==> config.mk <==
export PLATFORM = sky130hd
export DESIGN_NAME = aes_core_arbiter
export DESIGN_NICKNAME = d
export VERILOG_FILES = /design/src/rtl/aes_pkg.sv /design/src/rtl/rr_arbiter.sv /design/src/rtl/aes_core_arbiter.sv
export SDC_FILE = /design/constraint.sdc
export NUM_CORES = 1
export LEC_CHECK = 0
export ABC_CLOCK_PERIOD_IN_PS = 4600
export CAP_MARGIN = 0
export CORE_AREA = 5 5 612 614
export CTS_CLUSTER_DIAMETER = 120
export DETAILED_ROUTE_END_ITERATION = 16
export DIE_AREA = 0 0 617 619
export GPL_ROUTABILITY_DRIVEN = 1
export PLACE_DENSITY = 0.3
export SETUP_SLACK_MARGIN = 0.05
export SLEW_MARGIN = 30
export SYNTH_ARGS = -nofsm -noshare
export SYNTH_HDL_FRONTEND = slang
export SYNTH_HIERARCHICAL = 1
export SYNTH_SLANG_ARGS = --single-unit
==> constraint.sdc <==
create_clock -name clk -period 4.6 [get_ports clk]
set_input_delay 0.92 -clock clk [delete_from_list [all_inputs] [get_ports clk]]
set_output_delay 0.92 -clock clk [all_outputs]
set_load 0.02 [all_outputs]
==> src/rtl/aes_pkg.sv <==
// Shared types and widths for the AES core arbiter slice.
package aes_pkg;

  localparam int unsigned AES_BLK_W = 128;

  typedef enum logic [1:0] {
    IDLE  = 2'd0,
    ISSUE = 2'd1,
    WAIT  = 2'd2,
    RESP  = 2'd3
  } arb_state_t;

endpackage

==> src/rtl/rr_arbiter.sv <==
// Round-robin arbiter: combinational grant search starting after the stored
// pointer; the pointer moves to the winner when the grant is taken.
module rr_arbiter #(
  parameter int unsigned N = 4,
  localparam int unsigned IDX_W = (N > 1) ? $clog2(N) : 1
) (
  input  logic             clk,
  input  logic             rst,
  input  logic [N-1:0]     req,
  input  logic             upd,
  output logic [N-1:0]     gnt,
  output logic [IDX_W-1:0] gnt_idx
);

  logic [IDX_W-1:0] ptr_q, ptr_d;
  logic [IDX_W-1:0] cand;
  logic             found;
  int unsigned      pos;

  // First set request bit searching from ptr+1, wrapping modulo N.
  always_comb begin
    gnt     = '0;
    gnt_idx = '0;
    found   = 1'b0;
    pos     = 0;
    cand    = '0;
    for (int unsigned k = 1; k <= N; k++) begin
      pos  = (32'(ptr_q) + k) % N;
      cand = IDX_W'(pos);
      if (!found && req[cand]) begin
        found     = 1'b1;
        gnt[cand] = 1'b1;
        gnt_idx   = cand;
      end
    end
  end

  always_comb begin
    ptr_d = ptr_q;
    if (upd) ptr_d = gnt_idx;
  end

  always_ff @(posedge clk or negedge rst) begin
    if (!rst) ptr_q <= IDX_W'(N - 1);
    else      ptr_q <= ptr_d;
  end

endmodule

==> src/rtl/aes_core_arbiter.sv <==
// Shares one AES-128 core among NUM_REQ requesters: round-robin grant,
// one-cycle core start, completion wait with watchdog, held response.
module aes_core_arbiter
  import aes_pkg::*;
#(
  parameter int unsigned NUM_REQ     = 4,
  parameter int unsigned BLK_W       = AES_BLK_W,
  parameter int unsigned TIMEOUT_CYC = 64,
  localparam int unsigned IDX_W      = $clog2(NUM_REQ)
) (
  input  logic                     clk,
  input  logic                     rst,
  input  logic [NUM_REQ-1:0]       req_valid,
  output logic [NUM_REQ-1:0]       req_ready,
  input  logic [NUM_REQ*BLK_W-1:0] req_pt,
  input  logic [NUM_REQ*BLK_W-1:0] req_key,
  output logic [NUM_REQ-1:0]       rsp_valid,
  input  logic [NUM_REQ-1:0]       rsp_ready,
  output logic [BLK_W-1:0]         rsp_ct,
  output logic                     rsp_err,
  output logic                     core_valid,
  output logic [BLK_W-1:0]         core_pt,
  output logic [BLK_W-1:0]         core_key,
  input  logic                     core_complete,
  input  logic [BLK_W-1:0]         core_ct,
  output logic                     busy,
  output logic [IDX_W-1:0]         grant_id
);

  localparam int unsigned CNT_W = $clog2(TIMEOUT_CYC);

  arb_state_t          state_q, state_d;
  logic [CNT_W-1:0]    cnt_q, cnt_d, cnt_inc;
  logic                core_valid_q, core_valid_d;
  logic [BLK_W-1:0]    core_pt_q, core_pt_d;
  logic [BLK_W-1:0]    core_key_q, core_key_d;
  logic [IDX_W-1:0]    grant_id_q, grant_id_d;
  logic [NUM_REQ-1:0]  rsp_valid_q, rsp_valid_d;
  logic [BLK_W-1:0]    rsp_ct_q, rsp_ct_d;
  logic                rsp_err_q, rsp_err_d;
  logic                busy_q, busy_d;

  logic [NUM_REQ-1:0]  arb_gnt;
  logic [IDX_W-1:0]    arb_idx;
  logic                arb_upd;
  logic [BLK_W-1:0]    sel_pt, sel_key;

  rr_arbiter #(.N(NUM_REQ)) u_rr (
    .clk     (clk),
    .rst     (rst),
    .req     (req_valid),
    .upd     (arb_upd),
    .gnt     (arb_gnt),
    .gnt_idx (arb_idx)
  );

  // Grant is visible only while idle, so at most one requester handshakes.
  assign req_ready = (state_q == IDLE) ? arb_gnt : '0;

  always_comb begin
    sel_pt  = '0;
    sel_key = '0;
    for (int unsigned i = 0; i < NUM_REQ; i++) begin
      if (arb_gnt[i]) begin
        sel_pt  = req_pt[i*BLK_W +: BLK_W];
        sel_key = req_key[i*BLK_W +: BLK_W];
      end
    end
  end

  assign cnt_inc = cnt_q + CNT_W'(1);

  always_comb begin
    state_d      = state_q;
    cnt_d        = cnt_q;
    core_valid_d = 1'b0;
    core_pt_d    = core_pt_q;
    core_key_d   = core_key_q;
    grant_id_d   = grant_id_q;
    rsp_valid_d  = rsp_valid_q;
    rsp_ct_d     = rsp_ct_q;
    rsp_err_d    = rsp_err_q;
    arb_upd      = 1'b0;
    unique case (state_q)
      IDLE: begin
        if (|req_valid) begin
          arb_upd      = 1'b1;
          grant_id_d   = arb_idx;
          core_pt_d    = sel_pt;
          core_key_d   = sel_key;
          core_valid_d = 1'b1;
          state_d      = ISSUE;
        end
      end
      ISSUE: begin
        cnt_d   = '0;
        state_d = WAIT;
      end
      WAIT: begin
        // Completion takes priority over a coincident watchdog expiry.
        cnt_d = cnt_inc;
        if (core_complete) begin
          rsp_ct_d    = core_ct;
          rsp_err_d   = 1'b0;
          rsp_valid_d = NUM_REQ'(1) << grant_id_q;
          state_d     = RESP;
        end else if (cnt_inc == CNT_W'(TIMEOUT_CYC - 1)) begin
          rsp_ct_d    = '0;
          rsp_err_d   = 1'b1;
          rsp_valid_d = NUM_REQ'(1) << grant_id_q;
          state_d     = RESP;
        end
      end
      RESP: begin
        if (rsp_ready[grant_id_q]) begin
          rsp_valid_d = '0;
          state_d     = IDLE;
        end
      end
      default: state_d = IDLE;
    endcase
    busy_d = (state_d != IDLE);
  end

  always_ff @(posedge clk or negedge rst) begin
    if (!rst) begin
      state_q      <= IDLE;
      cnt_q        <= '0;
      core_valid_q <= 1'b0;
      core_pt_q    <= '0;
      core_key_q   <= '0;
      grant_id_q   <= '0;
      rsp_valid_q  <= '0;
      rsp_ct_q     <= '0;
      rsp_err_q    <= 1'b0;
      busy_q       <= 1'b0;
    end else begin
      state_q      <= state_d;
      cnt_q        <= cnt_d;
      core_valid_q <= core_valid_d;
      core_pt_q    <= core_pt_d;
      core_key_q   <= core_key_d;
      grant_id_q   <= grant_id_d;
      rsp_valid_q  <= rsp_valid_d;
      rsp_ct_q     <= rsp_ct_d;
      rsp_err_q    <= rsp_err_d;
      busy_q       <= busy_d;
    end
  end

  assign core_valid = core_valid_q;
  assign core_pt    = core_pt_q;
  assign core_key   = core_key_q;
  assign grant_id   = grant_id_q;
  assign rsp_valid  = rsp_valid_q;
  assign rsp_ct     = rsp_ct_q;
  assign rsp_err    = rsp_err_q;
  assign busy       = busy_q;

endmodule
# Word level (Yosys, flattened, before mapping)

Cells that the tools add are included.

Order comparisons: 9
$add $sub $neg: 5
Reduce and logical (&&, ||, !) cells: 19
Bitwise logic cells: 3
Shift operators: 1
Multiplexer cells: 54
Equality and inequality tests: 6

Operators by type and width:

| operator            | count |
|---|---|
| $mux 128            | 10 |
| $mux 4              | 8 |
| $mux 1              | 16 |
| $mux 2              | 8 |
| $lt 2x3->1 const B  | 5 |
| $or 4x4->4          | 3 |
| $pmux 6 s2          | 1 |
| $bmux 1 s2          | 5 |
| $demux 1 s2         | 4 |
| $ge 2x1->1 const B  | 4 |
| $pmux 2 s4          | 1 |
| $pmux 4 s2          | 1 |
| $reduce_bool 2->1   | 4 |
| $logic_and 1x1->1   | 7 |
| $add 6x1->6 const B | 1 |
| $eq 6x6->1 const B  | 1 |
| $add 2x1->2 const B | 2 |
| $add 2x2->2 const B | 2 |
| $eq 2x2->1 const B  | 2 |
| $reduce_and 2->1    | 2 |
| $reduce_or 4->1     | 1 |
| $shl 1x2->4 const A | 1 |
| $logic_not 1->1     | 3 |
| $ne 3x3->1 const B  | 1 |
| other kinds (4)     | 4 |

Register bits after elaboration: 403
Output and inout port bits: 397

# Longest topological paths before layout

Depth after elaboration: 17
Mapped depth: 15
Depth with buffers taken out: 10

# Cells and area by module

Netlist, hierarchy kept.

Modules (own cells, without submodules):

| module           | sequential area each (um^2) | area each (um^2) | instances | cells each |
|---|---|---|---|---|
| aes_core_arbiter | 10034.6                     | 21794.7          | 1         | 2408 |
| rr_arbiter       | 52.6                        | 585.6            | 1         | 57 |

# Worst setup path before layout

OpenSTA, ideal clock, no wires.

Path kind: input to output
From: input port req_valid[3]
To: output port req_ready[3]
Arrival time: 3.191 ns
Path buffers: 4
Path slack: 0.489 ns
Stages: 9
Required time: 3.680 ns
Cells stage by stage: buf_6 -> or3b_1 -> a2111oi_4 -> nand2b_2 -> a221o_1 -> clkbuf_1 -> clkbuf_1 -> clkbuf_1 -> and2_1

Cells in the longest elaborated chain, start to end: 13
Elaborated cells between the ends (all ways): 25
Those cells by class: mux: 16; bitwise: 3; reduce/logical: 6

RTL lines:

| element                      | RTL line               | RTL |
|---|---|---|
| start, declared              | aes_core_arbiter.sv:13 | `input logic [NUM_REQ-1:0] req_valid,` |
| $bmux 1 s2                   | rr_arbiter.sv:30       | `if (!found && req[cand]) begin` |
| $mux 1 (not written as such) | rr_arbiter.sv:30       |  |
| $mux 1                       | rr_arbiter.sv:30       |  |
| $logic_not 1->1              | rr_arbiter.sv:30       |  |
| $logic_and 1x1->1            | rr_arbiter.sv:30       |  |
| $mux 1                       | rr_arbiter.sv:30       |  |
| $logic_not 1->1              | rr_arbiter.sv:30       |  |
| $logic_and 1x1->1            | rr_arbiter.sv:30       |  |
| $mux 1                       | rr_arbiter.sv:30       |  |
| $logic_not 1->1              | rr_arbiter.sv:30       |  |
| $logic_and 1x1->1            | rr_arbiter.sv:30       |  |
| $mux 4 *                     | rr_arbiter.sv:30       |  |
| via arb_gnt[3]               | aes_core_arbiter.sv:43 | `logic [NUM_REQ-1:0] arb_gnt;` |
| $mux 4 *                     | aes_core_arbiter.sv:58 | `assign req_ready = (state_q == IDLE) ? arb_gnt : '0;` |
| end, declared                | aes_core_arbiter.sv:14 | `output logic [NUM_REQ-1:0] req_ready,` |

The timed path passes the listed nets; every way through them passes the cells marked *. The select of a mux whose other input is x is not followed.

# Worst setup path in the final report

From: register u_rr.ptr_q[0]
To: output port req_ready[1]

Cells in the longest elaborated chain, start to end: 14
Elaborated cells between the ends (all ways): 49
Those cells by class: add/sub: 4; order compare: 8; mux: 24; bitwise: 3; reduce/logical: 10

RTL lines:

| element                                                             | RTL line               | RTL |
|---|---|---|
| start, declared                                                     | rr_arbiter.sv:15       | `logic [IDX_W-1:0] ptr_q, ptr_d;` |
| start signal, assigned                                              | rr_arbiter.sv:44       | `if (!rst) ptr_q <= IDX_W'(N - 1);` |
| start signal, assigned                                              | rr_arbiter.sv:45       | `else ptr_q <= ptr_d;` |
| parallel branches: the longest is 12 deep, another holds $lt 2x3->1 | n/a                    |  |
| $mux 4 *                                                            | rr_arbiter.sv:30       |  |
| via arb_gnt[1]                                                      | aes_core_arbiter.sv:43 |  |
| $mux 4 *                                                            | aes_core_arbiter.sv:58 |  |

Mark *: on every way through the listed nets, which the timed path passes. The select of a mux whose other input is x is not followed.

==> flow_summary.toml <==
[setup_path]
max_stage_delay_ns = 0.63
worst-path-max-fanout = 5
cp_top_family = "compound AO/OA/AOI/OAI gates"
worstPathRequired_ns = 3.68
startpoint_type = "flop"
crit_type = "flop to output port"
crit_slowest_cell = "dfstp_4"
end_kind = "output port"
path_buf_inv = 4
cp_common_cell = "buf_12"
path_cells = "clkinvlp_4 -> ha_4 -> mux4_2 -> a22o_1 -> a221o_4 -> buf_12 -> and2_1 -> buf_12 -> buf_12"
arrival_ns = 3.47
rrSetupSlack_ns = 0.52

[global_routing]
grt_max_degree = 130
grt.busiest_layer = "met2"
first_global_vias = 29034
gr-total-overflow = 0
antenna_found_initial = 295
use_met1_pct = 17.57
grt_pass1_wl_um = 376400
grtUsageMet2_pct = 27.90
grtUsageTotal_pct = 15.40
use_met3_pct = 5.593

[worst_hold_path]
hp-class = "flop to flop"

[route]
routed_via_density = 3.288
wl_per_cell_um = 34.59
vias = 29392
antenna_left = 0
route.detailed.drc = 0
drt_first_pass_iters = 7
wl_um = 309200
drt-initial-drc-count = 2115

[place]
gp_congestion = 0.9080
post-dp-hpwl_um = 269700
dp.cells = 8751
port_buffers = 1559

[sta]
slew_headroom_pct = 43.54
setup_viol = 0
clock_skew_ns = 0.06015
slew_violations = 0
hold_viol = 0
final.min_clock_period_ns = 4.391
rsz0062_at_grt = "false"
tns_ns = 0
period_share_pct = 95.46
timing.fmax_ghz = 0.2277
hold_slack_ns = 0.4957
tightest_slew_ns = 0.8442

[outcome]
outcome = "completed"

[die]
dieWidth_um = 617
core_um2 = 368000
initial_core_util_pct = 6.081
dieArea_um2 = 381900
die_h_um = 619
ioPinCount = 1560
rows = 223

[synth]
synth_simple_gate_area_share_pct = 10.05
ys_top_cells_by_area = "dfrtp_1 (45%), a221oi_1 (10%), a211o_1 (10%), a31oi_1 (7.2%), a22o_1 (5.2%)"
yosys_warnings = 6
synth_fa_ha_area_share_pct = 0.7827
synth_top_cell_area_share_pct = 44.84
synth_fp_nets = 3642
synth_compound_area_share_pct = 33.63
yosysTopAreaCell = "dfrtp_1"
async_flop_share_pct = 100.0
seq_area_frac_synth_pct = 45.07
synth_cell_types = 50
synth_top_family_by_area = "compound AO/OA/AOI/OAI gates"
synth_cells = 2465
synth-seq-cells = 403
synth_edf_count = 0
synthMuxAreaShare_pct = 0.8498
ys.flop_type = "dfrtp_1"
synth.cell_area_um2 = 22380
synth-xor-area-share_pct = 0.07827
synth.avg_cell_area_um2 = 9.079

[clocking]
cts_buffer_depth = 4
cts.clk_slew.worst_paths_ns = 0.05
worstSkewPairLatency_ns = 0.79
htreeDepth = 3
clockRootBuffer = "clkbuf_16"
clock-sinks = 403
cts_buffers = 76
cts_tree = "yes"

[pwr]
vdd_drop_max_uv = 448.8
p_total_mw = 40.87
p_leak_nw = 17.95
power.density_nw_per_um2 = 859.2

[cells_and_area]
multi_input_area_um2 = 10260
seq_area_um2 = 10090
n_fill_cell = 41868
nNetsFinal = 5178
layout.core_utilization_pct = 12.93
drive_gt1_share_pct = 8.103
stdcell_count = 8939
area_growth_pct = 112.6

[flow_run]
cap_violations = 0
layout by cell type (no fill, tap or decap), drive strengths merged, types with 5 or more instances in the layout:
cell type | Yosys | routed
a211o | 256 | 256
a221o | 6 | 6
a221oi | 257 | 257
a22o | 132 | 132
a31oi | 257 | 257
and2 | 5 | 5
buf | 81 | 175
clkbuf | 183 | 102
clkdlybuf4s50 | 0 | 1546
clkinv | 0 | 11
dfrtp | 401 | 401
diode | 0 | 54
ha | 14 | 14
inv | 267 | 271
mux2 | 8 | 8
nand2 | 265 | 265
nor2 | 266 | 266
nor2b | 6 | 6
nor3 | 6 | 6
o21ai | 5 | 5
o22ai | 5 | 5
layout make-up:
| type | instances | area share [%] |
|---|---|---|
| clock inverter | 23 | 0.5576 |
| timing repair buffer | 1722 | 36.90 |
| clock buffer | 102 | 4.632 |
| tap | 4837 | 12.72 |
| antenna | 54 | 0.2841 |
| inverter | 267 | 2.123 |
| sequential | 403 | 21.21 |
| multi-input combinational | 1531 | 21.57 |
Yosys cell counts (all sizes together), types with 6 or more instances:
cell type / number
a22o: 132
nor2: 266
nand2: 265
a221oi: 257
nor3: 6
inv: 267
buf: 81
ha: 14
mux2: 8
a31oi: 257
clkbuf: 183
a221o: 6
a211o: 256
nor2b: 6
dfrtp: 401
metrics by stage:
stage	instance area [um2]	worst slack (ns)
after floorplan	22380	0.4893
after global placement	44870	-0.2188
after detailed placement	44850	-0.2954
after CTS	47400	0.05527
after global routing	47450	0.05860
final	47570	0.2088
cell families after synthesis:
| family | Yosys count |
|---|---|
| DFF | 403 |
| muxes | 14 |
| adders and majority gates | 14 |
| AOI/OAI and AO/OA | 933 |
| buffers and inverters | 531 |
| and+or+nand+nor | 568 |
| xor gates and xnor gates | 2 |
worst reg2reg max path, stage by stage, from the launching register on:
cell	delay, ns
dfstp_4	0.63
clkinvlp_4	0.11
ha_4	0.30
mux4_2	0.40
a22o_1	0.26
a221o_4	0.38
buf_4	0.19
nor2b_4	0.21
buf_12	0.23
a221oi_1	0.53
buf_4	0.22
a211o_1	0.33
a31oi_1	0.17
state kept, by name, summed over array words and instances, names as in the netlist:
signal,flops
core_key,128
core_pt,128
rsp_ct,128
cnt_q,6
rsp_valid,4
grant_id,2
state_q,2
u_rr/ptr_q,2
busy,1
core_valid,1
rsp_err,1
what timing repair did:
item / 4_1_cts / 5_1_grt
hold buffers: 0 / 1
resized for setup: 6 / 0
pin swaps: 0 / 1
endpoints found under the hold margin: 0 / 4
setup endpoints to repair: 4 / 1
buffers inserted: 7 / 0
worst paths after layout:
kind,start,endpoint,cells after the start
worst max-delay path,u_rr/ptr_q[0]$_DFFE_PN1P_,req_ready[1],9
worst min-delay path,rsp_ct[103]$_DFFE_PN0P_,rsp_ct[103]$_DFFE_PN0P_,1
worst max register to register,u_rr/ptr_q[0]$_DFFE_PN1P_,core_key[80]$_DFFE_PN0P_,12
worst min register to register,rsp_ct[103]$_DFFE_PN0P_,rsp_ct[103]$_DFFE_PN0P_,1
max in group asynchronous,rst,core_pt[46]$_DFFE_PN0P_,4
min in group asynchronous,rst,rsp_ct[86]$_DFFE_PN0P_,2
power by group:
group	switching, mW	internal, mW
Sequential	1.46	5.44
Combinational	16.5	11.5
Clock	2.37	3.58
Total	20.4	20.5
layer usage:
layer | part of all wire [%] | vias up
met5 | 0.24 | -
met3 | 8.9 | 590
met2 | 50 | 1714
li1 | - | 12323
met4 | 2.2 | 118
met1 | 38 | 14647
(Power assumes the default switching activity.)
